===== config.mk =====
export PLATFORM = sky130hd
export DESIGN_NAME = conv_kernel_engine_flat
export DESIGN_NICKNAME = d
export VERILOG_FILES = /design/src/rtl/conv_pkg.sv /design/src/rtl/conv_kernel_engine_if.sv /design/src/rtl/kernel_tap_walker.sv /design/src/rtl/conv_kernel_engine.sv /design/src/flat_wrapper.sv
export SDC_FILE = /design/constraint.sdc
export NUM_CORES = 1
export LEC_CHECK = 0
export CORE_UTILIZATION = 55
export CTS_BUF_LIST = sky130_fd_sc_hd__clkbuf_4
export DETAILED_ROUTE_END_ITERATION = 8
export PLACE_DENSITY = 0.88
export SYNTH_ARGS = -nofsm -noshare
export SYNTH_HDL_FRONTEND = slang
export SYNTH_HIERARCHICAL = 1
export SYNTH_SLANG_ARGS = --single-unit
export TNS_END_PERCENT = 10

===== constraint.sdc =====
create_clock -name clk -period 35.6 [get_ports clk]
set_input_delay 7.12 -clock clk [delete_from_list [all_inputs] [get_ports clk]]
set_output_delay 7.12 -clock clk [all_outputs]
set_load 0.005 [all_outputs]

===== src/rtl/conv_pkg.sv =====
// Shared definitions for the convolution kernel engine.
//   state_e      : engine FSM states
//   MODE_*       : result post-processing modes
//   acc_width()  : signed accumulator width that cannot overflow for a full window
//   shift_width(): width of the normalisation shift amount
package conv_pkg;

    typedef enum logic [1:0] {
        IDLE,
        ACCUM,
        NORM,
        HOLD
    } state_e;

    localparam logic MODE_CLAMP = 1'b0;  // clamp signed result to pixel range
    localparam logic MODE_ABS   = 1'b1;  // take magnitude, then clamp

    function automatic int acc_width(input int pix_w, input int coef_w, input int max_kernel);
        return pix_w + coef_w + 2 * $clog2(max_kernel) + 1;
    endfunction

    function automatic int shift_width(input int pix_w, input int coef_w, input int max_kernel);
        return $clog2(acc_width(pix_w, coef_w, max_kernel));
    endfunction

endpackage


===== src/rtl/conv_kernel_engine_if.sv =====
// Bus bundle between the window buffer (source), the engine and the output
// pixel stream (sink).
//   input_matrix/kernel : [y][x] pixel window and signed coefficients
//   kernel_size/shift/mode : per-transaction controls, sampled on acceptance
//   in_valid/in_ready   : input handshake
//   out_valid/out_ready : output handshake, out_pixel/out_sat as payload
//   clear               : synchronous abort; busy : engine not idle
// slave = engine side, master = environment side.
interface conv_kernel_engine_if #(
    parameter int MAX_KERNEL = 5,
    parameter int PIX_W      = 8,
    parameter int COEF_W     = 8
);
    localparam int KW      = $clog2(MAX_KERNEL + 1);
    localparam int SHIFT_W = conv_pkg::shift_width(PIX_W, COEF_W, MAX_KERNEL);

    logic [MAX_KERNEL-1:0][MAX_KERNEL-1:0][PIX_W-1:0]  input_matrix;
    logic [MAX_KERNEL-1:0][MAX_KERNEL-1:0][COEF_W-1:0] kernel;
    logic [KW-1:0]      kernel_size;
    logic [SHIFT_W-1:0] shift;
    logic               mode;
    logic               in_valid;
    logic               in_ready;
    logic               clear;
    logic               out_valid;
    logic               out_ready;
    logic [PIX_W-1:0]   out_pixel;
    logic               out_sat;
    logic               busy;

    modport slave (
        input  input_matrix, kernel, kernel_size, shift, mode, in_valid, clear, out_ready,
        output in_ready, out_valid, out_pixel, out_sat, busy
    );

    modport master (
        output input_matrix, kernel, kernel_size, shift, mode, in_valid, clear, out_ready,
        input  in_ready, out_valid, out_pixel, out_sat, busy
    );

endinterface


===== src/rtl/kernel_tap_walker.sv =====
// Row-major x/y walker over a KxK window, stepping LANES taps per advance.
//   clk, n_rst   : clock, asynchronous active-low reset
//   start_i      : restart at (0,0) (transaction accepted)
//   clear_i      : abort, back to (0,0)
//   advance_i    : consume one group of LANES taps
//   k_i          : effective window edge (1..MAX_KERNEL)
//   curr_x_o/curr_y_o : first tap of the current lane group
//   lane_mask_o  : lanes whose tap lies inside the row (x+l < K)
//   last_row_o   : current row is row K-1
//   row_end_o    : this group finishes the current row
module kernel_tap_walker #(
    parameter int MAX_KERNEL = 5,
    parameter int LANES      = 1,
    localparam int KW        = $clog2(MAX_KERNEL + 1),
    localparam int XW        = $clog2(MAX_KERNEL)
) (
    input  logic             clk,
    input  logic             n_rst,
    input  logic             start_i,
    input  logic             clear_i,
    input  logic             advance_i,
    input  logic [KW-1:0]    k_i,
    output logic [XW-1:0]    curr_x_o,
    output logic [XW-1:0]    curr_y_o,
    output logic [LANES-1:0] lane_mask_o,
    output logic             last_row_o,
    output logic             row_end_o
);

    logic [XW-1:0] x_q;
    logic [XW-1:0] y_q;

    assign curr_x_o   = x_q;
    assign curr_y_o   = y_q;
    assign row_end_o  = (int'(x_q) + LANES) >= int'(k_i);
    assign last_row_o = (KW'(y_q) + KW'(1)) == k_i;

    // NOTE: combinational outputs get a default before any conditional write so no latch is inferred.
    always_comb begin
        lane_mask_o = '0;
        for (int l = 0; l < LANES; l++) begin
            lane_mask_o[l] = (int'(x_q) + l) < int'(k_i);
        end
    end

    // NOTE: sequential state uses non-blocking assignments only.
    always_ff @(posedge clk or negedge n_rst) begin
        if (!n_rst) begin
            x_q <= '0;
            y_q <= '0;
        end else if (start_i || clear_i) begin
            x_q <= '0;
            y_q <= '0;
        end else if (advance_i) begin
            if (row_end_o) begin
                x_q <= '0;
                y_q <= y_q + XW'(1);
            end else begin
                x_q <= x_q + XW'(LANES);
            end
        end
    end

endmodule


===== src/rtl/conv_kernel_engine.sv =====
// KxK signed convolution of one pixel window with LANES MACs per cycle,
// followed by rounding right-shift, optional absolute value and clamping.
//   clk, n_rst : clock, asynchronous active-low reset
//   bus        : conv_kernel_engine_if.slave (input window/controls with
//                in_valid/in_ready, result with out_valid/out_ready, clear, busy)
module conv_kernel_engine
    import conv_pkg::*;
#(
    parameter int MAX_KERNEL = 5,
    parameter int PIX_W      = 8,
    parameter int COEF_W     = 8,
    parameter int LANES      = 1
) (
    input  logic                 clk,
    input  logic                 n_rst,
    conv_kernel_engine_if.slave  bus
);

    localparam int KW      = $clog2(MAX_KERNEL + 1);
    localparam int XW      = $clog2(MAX_KERNEL);
    localparam int ACC_W   = acc_width(PIX_W, COEF_W, MAX_KERNEL);
    localparam int SHIFT_W = shift_width(PIX_W, COEF_W, MAX_KERNEL);
    // Wide enough for acc plus the largest rounding bias 1 << (2^SHIFT_W - 1).
    localparam int NORM_W  = 2 ** SHIFT_W + 1;
    localparam logic signed [NORM_W-1:0] PIX_MAX = NORM_W'((1 << PIX_W) - 1);

    state_e state_q, state_d;

    logic [MAX_KERNEL-1:0][MAX_KERNEL-1:0][PIX_W-1:0]  mat_q;
    logic [MAX_KERNEL-1:0][MAX_KERNEL-1:0][COEF_W-1:0] coef_q;
    logic [KW-1:0]             k_q, k_eff;
    logic [SHIFT_W-1:0]        shift_q;
    logic                      mode_q;
    logic signed [ACC_W-1:0]   acc_q, lane_sum;
    logic [PIX_W-1:0]          out_pixel_q, pix_d;
    logic                      out_sat_q, sat_d;
    logic signed [NORM_W-1:0]  rnd, res, mag;
    logic                      accept;
    logic [XW-1:0]             curr_x, curr_y, tap_x;
    logic [LANES-1:0]          lane_mask;
    logic                      last_row, row_end;

    assign accept        = (state_q == IDLE) && bus.in_valid && !bus.clear;
    assign bus.out_valid = (state_q == HOLD);
    assign bus.busy      = (state_q != IDLE);
    assign bus.out_pixel = out_pixel_q;
    assign bus.out_sat   = out_sat_q;

    // K = 0 behaves as a 1x1 window; oversize K saturates to the largest window.
    always_comb begin
        k_eff = bus.kernel_size;
        if (bus.kernel_size == '0) begin
            k_eff = KW'(1);
        end else if (bus.kernel_size > KW'(MAX_KERNEL)) begin
            k_eff = KW'(MAX_KERNEL);
        end
    end

    kernel_tap_walker #(
        .MAX_KERNEL (MAX_KERNEL),
        .LANES      (LANES)
    ) u_walker (
        .clk         (clk),
        .n_rst       (n_rst),
        .start_i     (accept),
        .clear_i     (bus.clear),
        .advance_i   (state_q == ACCUM),
        .k_i         (k_q),
        .curr_x_o    (curr_x),
        .curr_y_o    (curr_y),
        .lane_mask_o (lane_mask),
        .last_row_o  (last_row),
        .row_end_o   (row_end)
    );

    always_comb begin
        state_d      = state_q;
        bus.in_ready = 1'b0;
        unique case (state_q)
            IDLE: begin
                bus.in_ready = !bus.clear;
                if (accept) state_d = ACCUM;
            end
            ACCUM:   if (last_row && row_end) state_d = NORM;
            NORM:    state_d = HOLD;
            HOLD:    if (bus.out_ready) state_d = IDLE;
            default: state_d = IDLE;
        endcase
        if (bus.clear) state_d = IDLE;
    end

    // Pixels are zero-extended to signed before the multiply; masked lanes may
    // index past the window edge, their product is discarded.
    always_comb begin
        lane_sum = '0;
        tap_x    = '0;
        for (int l = 0; l < LANES; l++) begin
            tap_x = curr_x + XW'(l);
            if (lane_mask[l]) begin
                lane_sum = lane_sum + ACC_W'($signed({1'b0, mat_q[curr_y][tap_x]})
                                             * $signed(coef_q[curr_y][tap_x]));
            end
        end
    end

    // Round half up, arithmetic shift, optional magnitude, then clamp to pixel range.
    always_comb begin
        rnd = NORM_W'(acc_q);
        if (shift_q != '0) rnd = rnd + (NORM_W'(1) << (shift_q - SHIFT_W'(1)));
        res = rnd >>> shift_q;
        mag = res;
        unique case (mode_q)
            MODE_CLAMP: mag = res;
            MODE_ABS:   mag = res[NORM_W-1] ? -res : res;
        endcase
        pix_d = mag[PIX_W-1:0];
        sat_d = 1'b0;
        if (mag[NORM_W-1]) begin
            pix_d = '0;
            sat_d = 1'b1;
        end else if (mag > PIX_MAX) begin
            pix_d = '1;
            sat_d = 1'b1;
        end
    end

    always_ff @(posedge clk or negedge n_rst) begin
        if (!n_rst) begin
            state_q     <= IDLE;
            acc_q       <= '0;
            k_q         <= KW'(1);
            shift_q     <= '0;
            mode_q      <= MODE_CLAMP;
            out_pixel_q <= '0;
            out_sat_q   <= 1'b0;
        end else begin
            state_q <= state_d;
            if (bus.clear || accept) begin
                acc_q <= '0;
            end else if (state_q == ACCUM) begin
                acc_q <= acc_q + lane_sum;
            end
            if (accept) begin
                k_q     <= k_eff;
                shift_q <= bus.shift;
                mode_q  <= bus.mode;
            end
            if (state_q == NORM && !bus.clear) begin
                out_pixel_q <= pix_d;
                out_sat_q   <= sat_d;
            end
        end
    end

    // NOTE: the window/kernel snapshot is data qualified by the FSM, so it needs no reset.
    always_ff @(posedge clk) begin
        if (accept) begin
            mat_q  <= bus.input_matrix;
            coef_q <= bus.kernel;
        end
    end

endmodule

===== src/flat_wrapper.sv =====
// flat-port wrapper written by rule: the top's interface ports become plain ports
module conv_kernel_engine_flat import conv_pkg::*;
#(
    parameter int MAX_KERNEL = 5,
    parameter int PIX_W      = 8,
    parameter int COEF_W     = 8,
    parameter int LANES      = 1
)
  (clk, n_rst, bus_input_matrix, bus_kernel, bus_kernel_size, bus_shift, bus_mode, bus_in_valid, bus_clear, bus_out_ready, bus_in_ready, bus_out_valid, bus_out_pixel, bus_out_sat, bus_busy);
  conv_kernel_engine_if #(.MAX_KERNEL(MAX_KERNEL), .PIX_W(PIX_W), .COEF_W(COEF_W)) bus_i ();
  input  logic clk;
  input  logic n_rst;
  input wire logic [$bits(bus_i.input_matrix)-1:0] bus_input_matrix;
  input wire logic [$bits(bus_i.kernel)-1:0] bus_kernel;
  input wire logic [$bits(bus_i.kernel_size)-1:0] bus_kernel_size;
  input wire logic [$bits(bus_i.shift)-1:0] bus_shift;
  input wire logic [$bits(bus_i.mode)-1:0] bus_mode;
  input wire logic [$bits(bus_i.in_valid)-1:0] bus_in_valid;
  input wire logic [$bits(bus_i.clear)-1:0] bus_clear;
  input wire logic [$bits(bus_i.out_ready)-1:0] bus_out_ready;
  output wire logic [$bits(bus_i.in_ready)-1:0] bus_in_ready;
  output wire logic [$bits(bus_i.out_valid)-1:0] bus_out_valid;
  output wire logic [$bits(bus_i.out_pixel)-1:0] bus_out_pixel;
  output wire logic [$bits(bus_i.out_sat)-1:0] bus_out_sat;
  output wire logic [$bits(bus_i.busy)-1:0] bus_busy;
  assign bus_i.input_matrix = bus_input_matrix;
  assign bus_i.kernel = bus_kernel;
  assign bus_i.kernel_size = bus_kernel_size;
  assign bus_i.shift = bus_shift;
  assign bus_i.mode = bus_mode;
  assign bus_i.in_valid = bus_in_valid;
  assign bus_i.clear = bus_clear;
  assign bus_i.out_ready = bus_out_ready;
  assign bus_in_ready = bus_i.in_ready;
  assign bus_out_valid = bus_i.out_valid;
  assign bus_out_pixel = bus_i.out_pixel;
  assign bus_out_sat = bus_i.out_sat;
  assign bus_busy = bus_i.busy;
  conv_kernel_engine #(.MAX_KERNEL(MAX_KERNEL), .PIX_W(PIX_W), .COEF_W(COEF_W), .LANES(LANES)) u_core (.clk(clk), .n_rst(n_rst), .bus(bus_i));
endmodule

==> key figures <==
Outcome
  – Status: finished, final reports clean

Drt
  – Top layer in use: met5
  – Iter 0 DRT Violations: 3943
  – Met2 WL: 55.2 mm
  – Detailed-route wire length: 117 mm
  – DR WL met3: 13.5 mm
  – M1 wire length: 37.1 mm
  – Vias per inst: between 7 and 8
  – Initial DRT Pass Iterations: 6
  – Antenna viol nets, final: 0
  – Vias post-DR: 26400
  – Drc violations: 0
  – Wirelength per Cell: 31.5 µm

CTS
  – Clk_lat worst skew: about 0.95 ns
  – Post-CTS setup buffer count: 0
  – Post-CTS Hold Buffers: 0
  – Clock-pin slew on the worst setup and hold paths: 0.08 ns
  – CTS root buffer: clkbuf_4
  – Cts repair resizes: 0
  – CTS sink count: 449
  – CTS tree: done
  – Clk buf depth: 3
  – Num CTS Buffers: roughly 110
  – H-tree levels: 3

Pwr
  – Worst VDD drop: 0.000152 V
  – Leakage: 12.5 nW
  – Cell Pwr Density: between 100 and 150 nW/µm²

Placed design
  – HPWL Detailed: 75.8 mm
  – PortBufs: 425
  – RePlAce Congestion: 1.04

Yosys
  – XOR/XNOR Fraction of Synth Area: under 10%
  – Portion of netlist area occupied by mux cells: 10.7%
  – Largest family of logic cells by synthesized area: compound AO/OA/AOI/OAI gates
  – Sequential element share of the synthesized area: a little under half
  – Flop and latch count out of synthesis: 449
  – Most used DFF post-synth: edfxtp_1
  – Synth Area in Simple Gates: 13.3%
  – Synthesized area: 28300 µm²
  – Synth Net Count: 3079
  – Synth area leaders: edfxtp_1 (42%), mux4_2 (7.9%), ha_1 (4.9%)
  – Mapped Cells: roughly 2500
  – Compound-Gate Fraction of Synth Area: 16.4%
  – Count leader, synth: edfxtp_1
  – Synth unique cells: a little over 100
  – Syn Area/Cell: 11.3 µm²
  – Cell taking the most area after synthesis: edfxtp_1
  – Ys async rst share: 10.9%
  – Adder-Cell Fraction of Synth Area: 7.66%
  – Share of the synthesized area in the top cell type: 42.4%
  – Post-synth EDFFs: 400
  – Synth top cells by count: edfxtp_1 (400), nand2_1 (206), nor2_1 (200)
  – Ys Warns: 6

Worst setup path
  – Crit path arrival time: 8.40 ns
  – CP required: 28.48 ns
  – FF-to-FF path depth: 38
  – Max FO, Critical Path: 8
  – Kind of critical path: in2out
  – Critical R2R Launch: u_core/u_walker/curr_y_o[0]$_DFFE_PN0P_
  – Critical path launch point: bus_clear
  – Worst Setup End Kind: primary output
  – Worst setup SP type: input port

Die
  – Number of cell rows: 82
  – Initial Util: a little under three fifths
  – Core ar.: 50500 µm²
  – I/O Pins: roughly 430
  – Die Ht: 229 µm
  – Die boundary width: between 200 and 250 µm
  – Die area: 52400 µm²

Timing
  – Fin crit share: between 40% and 50%
  – Setup TNS: 0 ns
  – Final hold vios: 0
  – # setup viols final: 0
  – Slew HR: 23.8%
  – RSZ-0062 raised after global routing: false
  – Fin crit period: 15.52 ns
  – Worst clock skew: 0.0935 ns
  – Hold_ws: 0.565 ns
  – Worst slew pin tran: 1.14 ns
  – Slew Viols, Final: 0
  – Achievable frequency: 64.4 MHz

GRT
  – Largest net degree at the start of global routing: 192
  – Total GRT Usage: 42.5%
  – Vias in the first global route: 26200
  – First-pass GRT wire length: around 160 mm
  – Antenna violations before repair: 28
  – Grt total ovfl: 0

Worst hold path
  – Hold Crit Start: u_core/k_q[0]$_DFFE_PN1P_
  – Min-Delay Path Depth: 2
  – Hold Path Class: reg2reg

Finish
  – Final Core Density: 68.5%
  – P&R area growth vs syn: 22.1%
  – Share of cells above drive strength 1: between 10% and 20%
  – Nets: 3505

Flow run
  – Max_cap viols: 0
power by group:
group          switching [mW]  internal [mW]
clock network           0.238          0.210
registers              0.0674          0.675
logic                    1.68           1.12
logic make-up after synthesis:
family                   count (synthesis)
AO/OA/AOI/OAI                          663
XOR/XNOR                                50
adder cells (fa/ha/maj)                150
buffers and inverters                  254
flip-flops                             449
multiplexers                           178
AND/OR/NAND/NOR                        771
flip-flops by register name (all words and copies together), names as in the netlist:
name / flops
u_core/state_q: 2
u_core/mat_q: 200
u_core/shift_q: 5
u_core/u_walker/curr_x_o: 3
u_core/bus.out_pixel: 8
u_core/k_q: 3
u_core/u_walker/curr_y_o: 3
u_core/coef_q: 200
u_core/bus.out_sat: 1
u_core/mode_q: 1
u_core/acc_q: 23
worst paths after layout:
path                                                 endpoint  slack (ns)
worst max-delay path                             bus_in_ready       20.08
max in group asynchronous       u_core/shift_q[3]$_DFFE_PN0P_       28.74
min in group asynchronous        u_core/acc_q[17]$_DFFE_PN0P_        6.32
worst min register to register      u_core/k_q[0]$_DFFE_PN1P_        0.57
worst max register to register   u_core/acc_q[22]$_DFFE_PN0P_       25.15
worst min-delay path                u_core/k_q[0]$_DFFE_PN1P_        0.57
per-stage QoR:
step,cells,area (µm²),power [mW],setup WS (ns)
3_5_place_dp,3505,33100,3.33,20.10
5_1_grt,3731,34600,4.21,20.06
2_1_floorplan,2515,28300,2.73,15.70
3_3_place_gp,3505,33100,3.23,20.12
4_1_cts,3705,34500,3.85,20.10
6_report,3733,34600,3.99,20.08
final cells by class:
type,count,area (µm²)
antenna,28,70.1
timing repair buffer,457,4500
inverter,115,439
sequential,449,13200
clock buffer,162,1220
tap,672,841
multi-input combinational,1812,14100
clock inverter,38,181
fill,3344,15900
per-layer routing:
| metal | global-route usage (%) | vias to the layer above |
|---|---|---|
| met5 | 0.0919 | - |
| met4 | 36.0 | 16 |
| met3 | 11.3 | 703 |
| met2 | 69.4 | 2398 |
| met1 | 46.2 | 12500 |
| li1 | - | 10700 |
critical path: stages:
cell	delay, ns
clkdlybuf4s50_1	0.58
nor2_1	0.17
clkdlybuf4s50_1	0.52
cells in the final DEF, fill, tap and decap left out, types with 17 or more instances in the layout:
| master | synthesis | layout |
|---|---|---|
| a211oi_1 | 32 | 32 |
| a21o_1 | 25 | 25 |
| a21oi_1 | 153 | 153 |
| a31oi_1 | 30 | 30 |
| and2_1 | 35 | 35 |
| and3_1 | 19 | 19 |
| buf_4 | 2 | 31 |
| clkbuf_4 | 0 | 162 |
| clkdlybuf4s50_1 | 0 | 424 |
| clkinv_1 | 2 | 32 |
| dfrtp_1 | 48 | 44 |
| diode_2 | 0 | 28 |
| edfxtp_1 | 400 | 400 |
| fa_1 | 39 | 39 |
| ha_1 | 111 | 111 |
| inv_1 | 113 | 112 |
| mux2i_1 | 73 | 73 |
| mux4_2 | 99 | 99 |
| nand2_1 | 206 | 206 |
| nand3_1 | 60 | 60 |
| nand4_1 | 47 | 47 |
| nor2_1 | 200 | 200 |
| nor2b_1 | 31 | 31 |
| nor3_1 | 68 | 68 |
| nor4_1 | 18 | 18 |
| o211ai_1 | 37 | 37 |
| o21a_1 | 28 | 28 |
| o21ai_0 | 86 | 86 |
| o21bai_1 | 17 | 17 |
| o22a_1 | 26 | 26 |
| o22ai_1 | 21 | 21 |
| or3_1 | 20 | 20 |
| xnor2_1 | 37 | 37 |
Power figures use the tool's default switching activity.
